`src/rtl/core_mem_arbiter_if.sv`:
```
// rtl/core_mem_arbiter_if.sv - shared data-memory port bundle
// Signals:
//   mem_req      master->slave  request, held until mem_ack
//   mem_we       master->slave  1 = write, 0 = read
//   mem_addr     master->slave  latched address
//   mem_wr_data  master->slave  latched write data
//   mem_ack      slave->master  one-cycle completion
//   mem_rd_data  slave->master  read data, valid with mem_ack
interface core_mem_arbiter_if #(
  parameter int ADDR_SIZE = 12,
  parameter int REG_SIZE  = 8
);
  logic                 mem_req;
  logic                 mem_we;
  logic [ADDR_SIZE-1:0] mem_addr;
  logic [REG_SIZE-1:0]  mem_wr_data;
  logic                 mem_ack;
  logic [REG_SIZE-1:0]  mem_rd_data;

  modport master (
    output mem_req, mem_we, mem_addr, mem_wr_data,
    input  mem_ack, mem_rd_data
  );

  modport slave (
    input  mem_req, mem_we, mem_addr, mem_wr_data,
    output mem_ack, mem_rd_data
  );
endinterface

```
`src/rtl/core_mem_arbiter.sv`:
```
// rtl/core_mem_arbiter.sv - round-robin arbiter sharing one data-memory port among cores
// Ports:
//   clk, reset    clock (posedge) and asynchronous active-low reset
//   core_enable   per core 2 bits: 00 idle, 01 read, 10 write, 11 ignored
//   core_addr     per core ADDR_SIZE address slice
//   core_wr_data  per core REG_SIZE write data slice
//   rd_data       read data broadcast to all cores
//   val           one-hot completion strobe
//   busy          high whenever a transaction is in progress
//   timeout_err   watchdog abort pulse (only with CORE_MEM_ARB_TIMEOUT_EN)
//   mem           memory-side bundle (core_mem_arbiter_if.master)
// Optional feature macro: CORE_MEM_ARB_TIMEOUT_EN enables the ISSUE watchdog.
module core_mem_arbiter #(
  parameter int CORE_COUNT     = 4,
  parameter int ADDR_SIZE      = 12,
  parameter int REG_SIZE       = 8,
  parameter int TIMEOUT_CYCLES = 64
) (
  input  logic                           clk,
  input  logic                           reset,
  input  logic [2*CORE_COUNT-1:0]        core_enable,
  input  logic [ADDR_SIZE*CORE_COUNT-1:0] core_addr,
  input  logic [REG_SIZE*CORE_COUNT-1:0] core_wr_data,
  output logic [REG_SIZE-1:0]            rd_data,
  output logic [CORE_COUNT-1:0]          val,
  output logic                           busy,
`ifdef CORE_MEM_ARB_TIMEOUT_EN
  output logic                           timeout_err,
`endif
  core_mem_arbiter_if.master             mem
);

  localparam int GW = $clog2(CORE_COUNT);

  if (CORE_COUNT < 2 || CORE_COUNT > 16 || TIMEOUT_CYCLES < 1) begin : g_param_check
    $error("core_mem_arbiter: parameter out of range");
  end

  typedef enum logic [1:0] {IDLE, ISSUE, RESP} state_t;

  state_t          state, state_next;
  logic [GW-1:0]   grant_idx;
  logic [GW-1:0]   last_grant;
  logic [GW-1:0]   pick_idx;
  logic [GW-1:0]   scan_idx;
  logic            pick_found;
  logic [CORE_COUNT-1:0] req;
  logic            start_txn;
  logic            mem_done;
  logic            watchdog_fire;

  // 01 and 10 are requests; 00 and 11 are not.
  for (genvar i = 0; i < CORE_COUNT; i++) begin : g_req
    assign req[i] = core_enable[2*i] ^ core_enable[2*i+1];
  end

  // Scan offsets from the far end down so the nearest requester after
  // last_grant is the final (winning) assignment.
  always_comb begin
    pick_found = 1'b0;
    pick_idx   = last_grant;
    scan_idx   = last_grant;
    for (int k = CORE_COUNT; k >= 1; k--) begin
      scan_idx = GW'((int'(last_grant) + k) % CORE_COUNT);
      if (req[scan_idx]) begin
        pick_found = 1'b1;
        pick_idx   = scan_idx;
      end
    end
  end

`ifdef CORE_MEM_ARB_TIMEOUT_EN
  localparam int CW = $clog2(TIMEOUT_CYCLES + 1);
  logic [CW-1:0] wd_count;

  // Counts ISSUE cycles; fires on the last allowed cycle so mem_req is
  // high for exactly TIMEOUT_CYCLES cycles. A late ack still wins.
  always_ff @(posedge clk or negedge reset) begin
    if (!reset) begin
      wd_count <= '0;
    end else if (state != ISSUE) begin
      wd_count <= '0;
    end else begin
      wd_count <= wd_count + 1'b1;
    end
  end

  assign watchdog_fire = (state == ISSUE) && !mem.mem_ack &&
                         (wd_count == CW'(TIMEOUT_CYCLES - 1));

  always_ff @(posedge clk or negedge reset) begin
    if (!reset) begin
      timeout_err <= 1'b0;
    end else begin
      timeout_err <= mem_done && !mem.mem_ack;
    end
  end
`else
  assign watchdog_fire = 1'b0;
`endif

  always_ff @(posedge clk or negedge reset) begin
    if (!reset) begin
      state <= IDLE;
    end else begin
      state <= state_next;
    end
  end

  always_comb begin
    state_next = state;
    start_txn  = 1'b0;
    mem_done   = 1'b0;
    case (state)
      IDLE: begin
        if (pick_found) begin
          state_next = ISSUE;
          start_txn  = 1'b1;
        end
      end
      ISSUE: begin
        if (mem.mem_ack || watchdog_fire) begin
          state_next = RESP;
          mem_done   = 1'b1;
        end
      end
      RESP:    state_next = IDLE;
      default: state_next = IDLE;
    endcase
  end

  assign busy = (state != IDLE);

  always_ff @(posedge clk or negedge reset) begin
    if (!reset) begin
      grant_idx       <= '0;
      last_grant      <= GW'(CORE_COUNT - 1);
      rd_data         <= '0;
      val             <= '0;
      mem.mem_req     <= 1'b0;
      mem.mem_we      <= 1'b0;
      mem.mem_addr    <= '0;
      mem.mem_wr_data <= '0;
    end else begin
      val <= '0;
      if (start_txn) begin
        grant_idx       <= pick_idx;
        mem.mem_req     <= 1'b1;
        mem.mem_we      <= (core_enable[2*pick_idx +: 2] == 2'b10);
        mem.mem_addr    <= core_addr[pick_idx*ADDR_SIZE +: ADDR_SIZE];
        mem.mem_wr_data <= core_wr_data[pick_idx*REG_SIZE +: REG_SIZE];
      end
      if (mem_done) begin
        mem.mem_req    <= 1'b0;
        val[grant_idx] <= 1'b1;
        // No ack here means the watchdog aborted the access.
        if (!mem.mem_ack) begin
          rd_data <= '0;
        end else if (!mem.mem_we) begin
          rd_data <= mem.mem_rd_data;
        end
      end
      if (state == RESP) begin
        last_grant <= grant_idx;
      end
    end
  end

endmodule

```
`src/flat_wrapper.sv`:
```
// flat-port wrapper written by rule: the top's interface ports become plain ports
module core_mem_arbiter_flat 
#(
  parameter int CORE_COUNT     = 4,
  parameter int ADDR_SIZE      = 12,
  parameter int REG_SIZE       = 8,
  parameter int TIMEOUT_CYCLES = 64
)
  (clk, reset, core_enable, core_addr, core_wr_data, rd_data, val, busy, mem_mem_req, mem_mem_we, mem_mem_addr, mem_mem_wr_data, mem_mem_ack, mem_mem_rd_data);
  core_mem_arbiter_if #(.ADDR_SIZE(ADDR_SIZE), .REG_SIZE(REG_SIZE)) mem_i ();
  input  logic clk;
  input  logic reset;
  input  logic [2*CORE_COUNT-1:0] core_enable;
  input  logic [ADDR_SIZE*CORE_COUNT-1:0] core_addr;
  input  logic [REG_SIZE*CORE_COUNT-1:0] core_wr_data;
  output logic [REG_SIZE-1:0] rd_data;
  output logic [CORE_COUNT-1:0] val;
  output logic busy;
  output wire logic [$bits(mem_i.mem_req)-1:0] mem_mem_req;
  output wire logic [$bits(mem_i.mem_we)-1:0] mem_mem_we;
  output wire logic [$bits(mem_i.mem_addr)-1:0] mem_mem_addr;
  output wire logic [$bits(mem_i.mem_wr_data)-1:0] mem_mem_wr_data;
  input wire logic [$bits(mem_i.mem_ack)-1:0] mem_mem_ack;
  input wire logic [$bits(mem_i.mem_rd_data)-1:0] mem_mem_rd_data;
  assign mem_mem_req = mem_i.mem_req;
  assign mem_mem_we = mem_i.mem_we;
  assign mem_mem_addr = mem_i.mem_addr;
  assign mem_mem_wr_data = mem_i.mem_wr_data;
  assign mem_i.mem_ack = mem_mem_ack;
  assign mem_i.mem_rd_data = mem_mem_rd_data;
  core_mem_arbiter #(.CORE_COUNT(CORE_COUNT), .ADDR_SIZE(ADDR_SIZE), .REG_SIZE(REG_SIZE), .TIMEOUT_CYCLES(TIMEOUT_CYCLES)) u_core (.clk(clk), .reset(reset), .core_enable(core_enable), .core_addr(core_addr), .core_wr_data(core_wr_data), .rd_data(rd_data), .val(val), .busy(busy), .mem(mem_i));
endmodule
```
`config.mk`:
```
export PLATFORM = sky130hd
export DESIGN_NAME = core_mem_arbiter_flat
export DESIGN_NICKNAME = d
export VERILOG_FILES = /design/src/rtl/core_mem_arbiter_if.sv /design/src/rtl/core_mem_arbiter.sv /design/src/flat_wrapper.sv
export SDC_FILE = /design/constraint.sdc
export NUM_CORES = 1
export LEC_CHECK = 0
export CORE_MARGIN = 5
export CORE_UTILIZATION = 55
export CTS_CLUSTER_SIZE = 8
export DETAILED_ROUTE_END_ITERATION = 8
export DONT_BUFFER_PORTS = 1
export MAX_ROUTING_LAYER = met4
export PLACE_DENSITY_LB_ADDON = 0.1
export SYNTH_ARGS = -nofsm -noshare
export SYNTH_HDL_FRONTEND = slang
export SYNTH_SLANG_ARGS = --single-unit
export TNS_END_PERCENT = 5
```
`constraint.sdc`:
```
create_clock -name clk -period 3.36 [get_ports clk]
set_input_delay 0.504 -clock clk [delete_from_list [all_inputs] [get_ports clk]]
set_output_delay 0.504 -clock clk [all_outputs]
set_load 0.05 [all_outputs]
```
# Yosys cells after proc, flatten, opt, wreduce, memory -nomap -nowiden
# Cells that the tools add are included.
# Widths: inputs -> output; s select.
# word_totals
mem_count,0
input_bits,99
wordCells,69
out_inout_bits,35
mem_bits_rw,0
romBits,0
reg_bits,40
latchBits,0
# classes
add_sub_neg,4
n_reduce_logical,6
muxes,30
shifts,3
multipliers,1
div_mod_pow,0
n_eq_ne,6
bitwise,4
order_cmp,6
# ops
op,n
$shiftx 48x7->12,1
$shiftx 32x6->8,1
$mux 8,2
$lt 2x3->1 const B,5
$mux 1,15
$mux 2,6
$bmux 1 s2,4
$shiftx 8x4->2,1
$add 2x1->2 const B,2
$add 2x2->2 const B,2
$eq 2x2->1 const B,2
$mul 2x2->4 const B,1
$mux 4,1
$ne 2x2->1 const B,2
$pmux 2 s2,1
$reduce_and 2->1,2
$reduce_bool 2->1,2
$xor 1x1->1,4
$demux 1 s2,1
$eq 2x1->1 const B,1
$ge 2x1->1 const B,1
$logic_not 2->1,1
$ne 2x1->1 const B,1
$logic_and 1x1->1,1

# Logic depth before layout (Yosys ltp)
# Gate-level depths: netlist (run 1).
# logic_depth
ltp_word,11
mapped_depth,8

# Least setup slack after synthesis (run 1)
# No wires, ideal clock.
# synth_timing
path_kind,input to register
startpoint,input core_enable[6]
endpoint,register u_core.mem.mem_addr[10]
slack_ps,1263
t_arrival_ps,1971
n_path_buf,1
path_stages,6
required_time_ps,3234
path_cell_list,xor2_2 > a22oi_2 > o211ai_4 > buf_6 > mux2_4 > a221o_1
# synth_between
elab_chain_cells,9
elab_cells_between_ends,21
classes_between,1 x mul; 1 x shift; 18 x mux; 1 x bitwise
# synth_lines
item,line_no,text
from (decl),flat_wrapper.sv:13,input logic [2*CORE_COUNT-1:0] core_enable;
$xor 1x1->1 *,core_mem_arbiter.sv:54,assign req[i] = core_enable[2*i] ^ core_enable[2*i+1];
$bmux 1 s2,core_mem_arbiter.sv:65,if (req[scan_idx]) begin
$mux 1 (not written as such),core_mem_arbiter.sv:65,
$mux 2 / $mux 1 (equally long branches) (4 in a row),core_mem_arbiter.sv:65,
$mul 2x2->4 / $mux 1 (equally long branches),"core_mem_arbiter.sv:150, core_mem_arbiter.sv:116",
$shiftx 48x7->12 / $mux 1 (equally long branches),"core_mem_arbiter.sv:150, core_mem_arbiter.sv:114",
to (signal assigned),core_mem_arbiter.sv:150,mem.mem_addr <= core_addr[pick_idx*ADDR_SIZE +: ADDR_SIZE];
to (decl),core_mem_arbiter_if.sv:21,"output mem_req, mem_we, mem_addr, mem_wr_data,"
# Every way passes the cells marked *; elsewhere a longest branch is shown, timed or not. The select of a mux whose other input is x is not followed.
# A chain may end at the register's enable or synchronous reset.

# Final worst setup path (run 1)
# layout_timing
startpoint,register u_core.last_grant[1]
endpoint,register u_core.mem.mem_addr[1]
# layout_between
elab_chain_cells,9
elab_cells_between_ends,24
classes_between,4 x add/sub; 1 x mul; 1 x shift; 18 x mux
# layout_lines
item,line_no,text
from (decl),core_mem_arbiter.sv:43,logic [GW-1:0] last_grant;
from (signal assigned),core_mem_arbiter.sv:137,last_grant <= GW'(CORE_COUNT - 1);
from (signal assigned),core_mem_arbiter.sv:164,last_grant <= grant_idx;
$add 2x1->2,core_mem_arbiter.sv:64,scan_idx = GW'((int'(last_grant) + k) % CORE_COUNT);
$bmux 1 s2,core_mem_arbiter.sv:65,
$mux 1 (not written as such),core_mem_arbiter.sv:65,
$mux 2 / $mux 1 (equally long branches) (4 in a row),core_mem_arbiter.sv:65,
$mul 2x2->4 / $mux 1 (equally long branches),"core_mem_arbiter.sv:150, core_mem_arbiter.sv:116",
$shiftx 48x7->12 / $mux 1 (equally long branches),"core_mem_arbiter.sv:150, core_mem_arbiter.sv:114",
# Parallel ways exist; a longest one is shown, timed or not. The select of a mux whose other input is x is not followed.

==> out/qor.csv, run 1 <==
metric;value;unit
num-fill-cells;343;
cts-resized-gates;0;
post_drt_wl_per_cell;21.16;um
drt_drc_violations_left;0;
worst_hold_path_type;primary input to async pin;
drive_above_1_share;26.00;%
synth.avg_cell_area;11.44;um2
power_density;1214;mW/mm2
grt_max_degree;44;
peakVddDrop;0.0004560;V
area_growth;4.951;%
post-cts-setup-buffers;0;
switching_share;53.10;%
die_w;74.66;um
number_of_global_route_vias_before_repair;1647;
ys_seq_elements;40;
syn-cell-area;0.002300;mm2
post-route-min-period;2.222;ns
rsz0062_at_grt;no;
timing.critical_path.from_type;flip-flop;
top_level_ports;134;
critical_path_buf_inv_count;1;
final_min_period_over_clock_period;66.14;%
synth_sequential_area_ratio;43.63;%
yosysWarningCount;0;
timing.critical_path.cells;nor2b_1 -> a22oi_4 -> o211ai_4 -> buf_12 -> mux2_2 -> a221o_1;
cts_max_path_buffers;2;
r2r_slack;1.14;ns
critical_path_peak_fanout;43;
setup_slack;1.138;ns
drt_iter0_drc;34;
max_freq;0.4500;GHz
critical-path-top-delay-family;flip-flops;
insertedDiodeCount;0;
netlist_instances;201;
insertion_delay;0.29;ns
drv_cap;0;
setup.worst_path.end_class;flip-flop;
die-area;0.005574;mm2
timing.setup.critical_path_class;flip-flop to flip-flop;
outcome;finished clean;
maxSlewViolCount;0;
worst_setup_hold_path_clk_slew;0.08;ns
worst_path_largest_cell_delay;0.61;ns
tritoncts.num_buffers;5;
critical_path_depth;6;
transition_time_of_the_tightest_slew_check_pin;0.9006;ns
clock_root_buffer;clkbuf_8;
hpwlAfterDp;4.110;mm
grt_pass1_wl;7.935;mm
fin_nets;298;
cts_num_sinks;40;
placeableCoreArea;0.004029;mm2
gp_congestion;0.8470;
ant_nets;0;
p_clk_share;10.8;%
drt-pass1-iter-count;7;
wl;5.289;mm
initial_utilization;57.08;%
crit_slowest_cell;dfstp_2;
crit_start;u_core.last_grant[1];
synth-edff-count;0;
combPwrFrac;36.8;%
grt_antenna_before_repair;0;
leakagePower;1.057;nW
grt_overflow;0;
via_count;1572;
final.setup_skew;0.004907;ns
maxSlewHeadroom;39.96;%
finalSetupTns;0;ns
post_synth_cell_types;39;
critical_path.reg2reg.endpoint;u_core.mem.mem_addr[1];
port_buffers;0;
regToRegStartpoint;u_core.last_grant[1];
report.final.hold_viol_count;0;
postSynthNetCount;300;
clock_tree.htree_level_count;2;
intPower;1.374;mW
rows;23;
synth_top_flop_cell;dfrtp_1;
total_net_switching_power;1.556;mW
ff2ff_path_depth;6;
synth-async-reset-ratio;100.0;%
vias_per_cell;6.288;
place_ws;1.051;ns
crit_arrival;2.40;ns
power.share.sequential;52.4;%
grt.total_usage;19.41;%
critPathRequiredTime;3.54;ns
final_setup_fails;0;
floorplan.die.height;74.66;um
cp-endpoint;u_core.mem.mem_addr[1];
tritoncts;built;
synth_stat cells, drive strengths merged, types with 2 or more instances:
cell	number	area (um2)
dfrtp	38	950.9
mux2	29	349.1
mux2i	20	200.2
nor2	17	66.32
a21oi	14	85.08
nand2	12	45.04
a221o	11	110.1
buf	10	88.83
o22ai	10	62.56
inv	5	18.77
o21ai	5	25.02
xor2	4	50.05
clkbuf	3	11.26
a22oi	2	33.78
dfstp	2	52.55
nand2b	2	12.51
nor2b	2	12.51
nor3	2	10.01
or2	2	12.51
timing repair:
action | in CTS | in global routing
endpoints found under the hold margin | 38 | 0
hold buffers | 1 | 0
endpoints found under the setup margin | 0 | 0
power by group through the flow:
stage | Clock [mW] | Sequential (mW) | Combinational [mW]
floorplan | 0 | 1.47 | 0.992
CTS | 0.322 | 1.54 | 1.09
global route | 0.344 | 1.56 | 1.19
finish | 0.318 | 1.53 | 1.08
detailed placement | 0 | 1.55 | 1.08
global placement | 0 | 1.54 | 1.04
metrics by stage:
step | hold WS, ns | util, % | instance area, um2 | cells | power (mW)
4_1_cts | 0.04084 | 59.91 | 2414 | 250 | 2.956
2_1_floorplan | 0.2084 | - | 2300 | 201 | 2.464
5_1_grt | 0.03281 | 59.91 | 2414 | 250 | 3.094
3_5_place_dp | 0.2094 | 57.24 | 2306 | 241 | 2.632
3_3_place_gp | 0.2094 | 57.24 | 2306 | 241 | 2.584
6_report | 0.03666 | 59.91 | 2414 | 250 | 2.930
kinds of logic after synthesis:
group                  synth area share [%]
flip-flops                            43.63
XOR/XNOR                              2.557
buffers and inverters                 5.168
multiplexers                          23.88
AND/OR/NAND/NOR                       8.977
AO/OA/AOI/OAI                         15.78
worst register-to-register path: cells and delay by family, from the launching register on:
| family | cells | cell delay, ns |
|---|---|---|
| simple gates | 1 | 0.29 |
| flops | 1 | 0.61 |
| mux | 1 | 0.39 |
| compound gates | 3 | 0.57 |
| buf+inv | 1 | 0.27 |
flip-flops by register name, indices dropped and copies added, names as in the netlist:
| register | count |
|---|---|
| u_core.val | 4 |
| u_core.mem.mem_we | 1 |
| u_core.last_grant | 2 |
| u_core.rd_data | 8 |
| u_core.state | 2 |
| u_core.mem.mem_wr_data | 8 |
| u_core.mem.mem_addr | 12 |
| u_core.mem.mem_req | 1 |
| u_core.grant_idx | 2 |
layout make-up:
type / instances / area (um2) / share of cell area (%)
repair buffers: 4 / 55.05 / 2.281
well taps: 50 / 62.56 / 2.592
inverters: 5 / 18.77 / 0.7776
clock buffers: 5 / 68.82 / 2.851
clock inverters: 3 / 18.77 / 0.7776
flip-flops and latches: 40 / 1003 / 41.58
multi-input cells: 143 / 1186 / 49.14
worst min-delay path by stage:
stage / startpoint / end / slack (ns) / depth (start not counted)
5_1_grt: reset / u_core.last_grant[1] / 0.03 / 0
6_report: reset / u_core.val[1] / 0.04 / 1
2_1_floorplan: reset / u_core.grant_idx[0] / 0.21 / 0
3_5_place_dp: reset / u_core.val[0] / 0.21 / 0
3_3_place_gp: reset / u_core.rd_data[0] / 0.21 / 0
4_1_cts: reset / u_core.last_grant[1] / 0.04 / 0
layer usage:
| metal | part of all wire [%] | up-vias | global-route usage [%] | wire [um] |
|---|---|---|---|---|
| met3 | 9.2 | 7 | 6.542 | 489 |
| met2 | 53 | 81 | 32.29 | 2799 |
| li1 | - | 731 | - | - |
| met5 | 0 | - | - | 0 |
| met4 | 1.2 | 0 | 5.534 | 65 |
| met1 | 37 | 753 | 22.38 | 1934 |
placed cells by master, fill, tap and decap left out, types with 4 or more instances in the layout:
| cell | count |
|---|---|
| a21oi_1 | 10 |
| a21oi_2 | 4 |
| a221o_1 | 11 |
| clkbuf_8 | 5 |
| dfrtp_1 | 38 |
| inv_1 | 5 |
| mux2_1 | 4 |
| mux2_2 | 19 |
| mux2_4 | 6 |
| mux2i_1 | 20 |
| nand2_1 | 12 |
| nor2_1 | 16 |
| o21ai_0 | 4 |
| o22ai_1 | 10 |
Power figures use the tool's default switching activity.
==> run 2, diff against run 1 <==
clock period = 2.3 ns   (was 3.36 ns; I/O delays follow)
==> out/qor.csv, run 2 (synthesized netlist as in run 1, its figures left out) <==
metric;value;unit;change
outcome;finished clean;;
cts_max_path_buffers;2;;unchanged
fin_nets;303;;+1.7%
grt.total_usage;21.18;%;+1.8 points
setup.worst_path.end_class;flip-flop;;
grt_pass1_wl;8.694;mm;+9.6%
leakagePower;1.094;nW;+3.5%
r2r_slack;0.17;ns;-0.97 ns
worst_hold_startpoint;mem_mem_ack;;
timing.setup.critical_path_class;flip-flop to flip-flop;;
insertion_delay;0.29;ns;about the same
power.share.sequential;50.1;%;-2.3 points
power_density;1803;mW/mm2;+49%
top_level_ports;134;;unchanged
post-cts-setup-buffers;0;;unchanged
most_common_library_cell_in_the_layout_ignoring_fill_and_taps;dfrtp_1;;
worst_setup_hold_path_clk_slew;0.07;ns;about the same
drt_iter0_drc;49;;+44%
drt_drc_violations_left;0;;unchanged
vias_per_cell;6.176;;-1.8%
area_growth;8.270;%;
worst_hold_path_type;primary input to flip-flop;;
regToRegStartpoint;u_core.last_grant[1];;
finalSetupTns;0;ns;unchanged
rows;23;;unchanged
drt-pass1-iter-count;4;;-3
hpwlAfterDp;4.265;mm;+3.8%
port_buffers;0;;unchanged
drive_above_1_share;27.80;%;+1.8 points
critical_path.reg2reg.endpoint;u_core.mem.mem_addr[6];;
ff2ff_path_depth;6;;unchanged
combPwrFrac;36.8;%;about the same
initial_utilization;57.08;%;unchanged
clock_root_buffer;clkbuf_8;;
max_flop_register;u_core.mem.mem_addr;;
p_clk_share;13.2;%;+2.4 points
peakVddDrop;0.0008335;V;+83%
dpl.cell_count;245;;+1.7%
insertedDiodeCount;0;;unchanged
grt_antenna_before_repair;0;;unchanged
post-route-min-period;2.129;ns;-0.09362 ns
maxSlewHeadroom;61.98;%;+22 points
hold_end;u_core.state[0];;
ant_nets;0;;unchanged
timing.critical_path.from_type;flip-flop;;
final_cells;255;;+2.0%
cts_num_sinks;40;;unchanged
number_of_flip_flops_under_the_largest_register_name;12;;unchanged
most-common-layout-cells;dfrtp_1, mux2i_1, mux2_2;;
critical_path_peak_fanout;27;;-37%
tritoncts.num_buffers;5;;unchanged
maxSlewViolCount;0;;unchanged
switching_share;50.99;%;-2.1 points
transition_time_of_the_tightest_slew_check_pin;0.5703;ns;-0.3303 ns
drv_cap;0;;unchanged
die_w;74.66;um;unchanged
timing.hold.ws;0.1699;ns;+0.1332 ns
number_of_global_route_vias_before_repair;1814;;+10%
post_drt_wl_per_cell;21.08;um;-0.35%
report.final.hold_viol_count;0;;unchanged
critPathRequiredTime;2.47;ns;-1.07 ns
via_count;1575;;+0.19%
total_net_switching_power;2.289;mW;+47%
max_freq;0.4698;GHz;+4.4%
wl;5.376;mm;+1.6%
holdPathStages;1;;
intPower;2.200;mW;+60%
rsz0062_at_grt;no;;
crit_arrival;2.30;ns;-0.10 ns
die-area;0.005574;mm2;unchanged
placeableCoreArea;0.004029;mm2;unchanged
final_setup_fails;0;;unchanged
final.setup_skew;0.007555;ns;+0.002648 ns
power;4.488;mW;+53%
grt_overflow;0;;unchanged
gp_congestion;0.8446;;-0.28%
grt_max_degree;41;;-6.8%
clock_tree.htree_level_count;2;;unchanged
top_regs;u_core.mem.mem_addr x12, u_core.mem.mem_wr_data x8, u_core.rd_data x8;;
final_min_period_over_clock_period;92.55;%;+26 points
tritoncts;built;;
num-fill-cells;337;;-1.7%
floorplan.die.height;74.66;um;unchanged
==> run 2: cell types whose count changed in the layout (fill, tap and decap cells not counted), sizes merged <==
cell / before / now
buf: 4 / 8
clkinv: 3 / 1
bufinv: 0 / 1
clkbuf: 5 / 6
dlygate4sd3: 0 / 1
==> run 2: repair_timing <==
action	4_1_cts	5_1_grt
hold endpoints to repair	40	0
gates resized for setup	0	1
setup endpoints to repair	0	2
hold buffers	2	0
==> run 2: worst max-delay path by stage <==
stage	startpoint	endpoint	slack, ns	cells after the start
2_1_floorplan	u_core.state[0]	u_core.mem.mem_addr[0]	0.23	7
3_3_place_gp	u_core.last_grant[1]	u_core.mem.mem_addr[5]	0.17	6
3_5_place_dp	u_core.last_grant[1]	u_core.mem.mem_addr[6]	0.09	6
4_1_cts	u_core.last_grant[1]	u_core.mem.mem_addr[6]	0.08	6
5_1_grt	u_core.last_grant[1]	u_core.mem.mem_addr[5]	0.08	6
6_report	u_core.last_grant[1]	u_core.mem.mem_addr[6]	0.17	6
==> run 2: area by class of cell <==
cell class                 count  area, um2  area share (%)
multi-input combinational    143       1189           47.74
sequential                    40       1003           40.30
timing repair buffer           9      95.09           3.819
clock buffer                   6      82.58           3.317
tap                           50      62.56           2.513
clock inverter                 2      38.79           1.558
inverter                       5      18.77          0.7538
==> run 2: power by group through the flow <==
stage	Combinational, mW	Sequential, mW	Clock [mW]
finish	1.65	2.25	0.592
global route	1.83	2.29	0.639
CTS	1.66	2.25	0.610
detailed placement	1.65	2.26	0
global placement	1.58	2.25	0
floorplan	1.45	2.15	0
==> run 2: through the flow <==
step | utilization [%] | instance area [um2] | setup slack, ns
2_1_floorplan | - | 2300 | 0.2266
6_report | 61.80 | 2490 | 0.1715
5_1_grt | 61.80 | 2490 | 0.08045
4_1_cts | 61.74 | 2487 | 0.07870
3_3_place_gp | 57.98 | 2336 | 0.1709
3_5_place_dp | 57.98 | 2336 | 0.08746
==> run 2: metal layers <==
| layer | track usage (%) | up-vias | routed length [um] |
|---|---|---|---|
| met5 | - | - | 0 |
| met4 | 5.138 | 0 | 29 |
| met3 | 7.210 | 2 | 479 |
| met2 | 35.61 | 76 | 2896 |
| met1 | 24.44 | 758 | 1970 |
| li1 | - | 739 | - |
==> run 2: worst max-delay path, cell delays in order, from the launching register on <==
cell	delay (ns)
dfstp_2	0.61
nor2b_2	0.24
a22oi_4	0.11
o211ai_4	0.15
buf_12	0.24
mux2_2	0.35
a221o_1	0.31
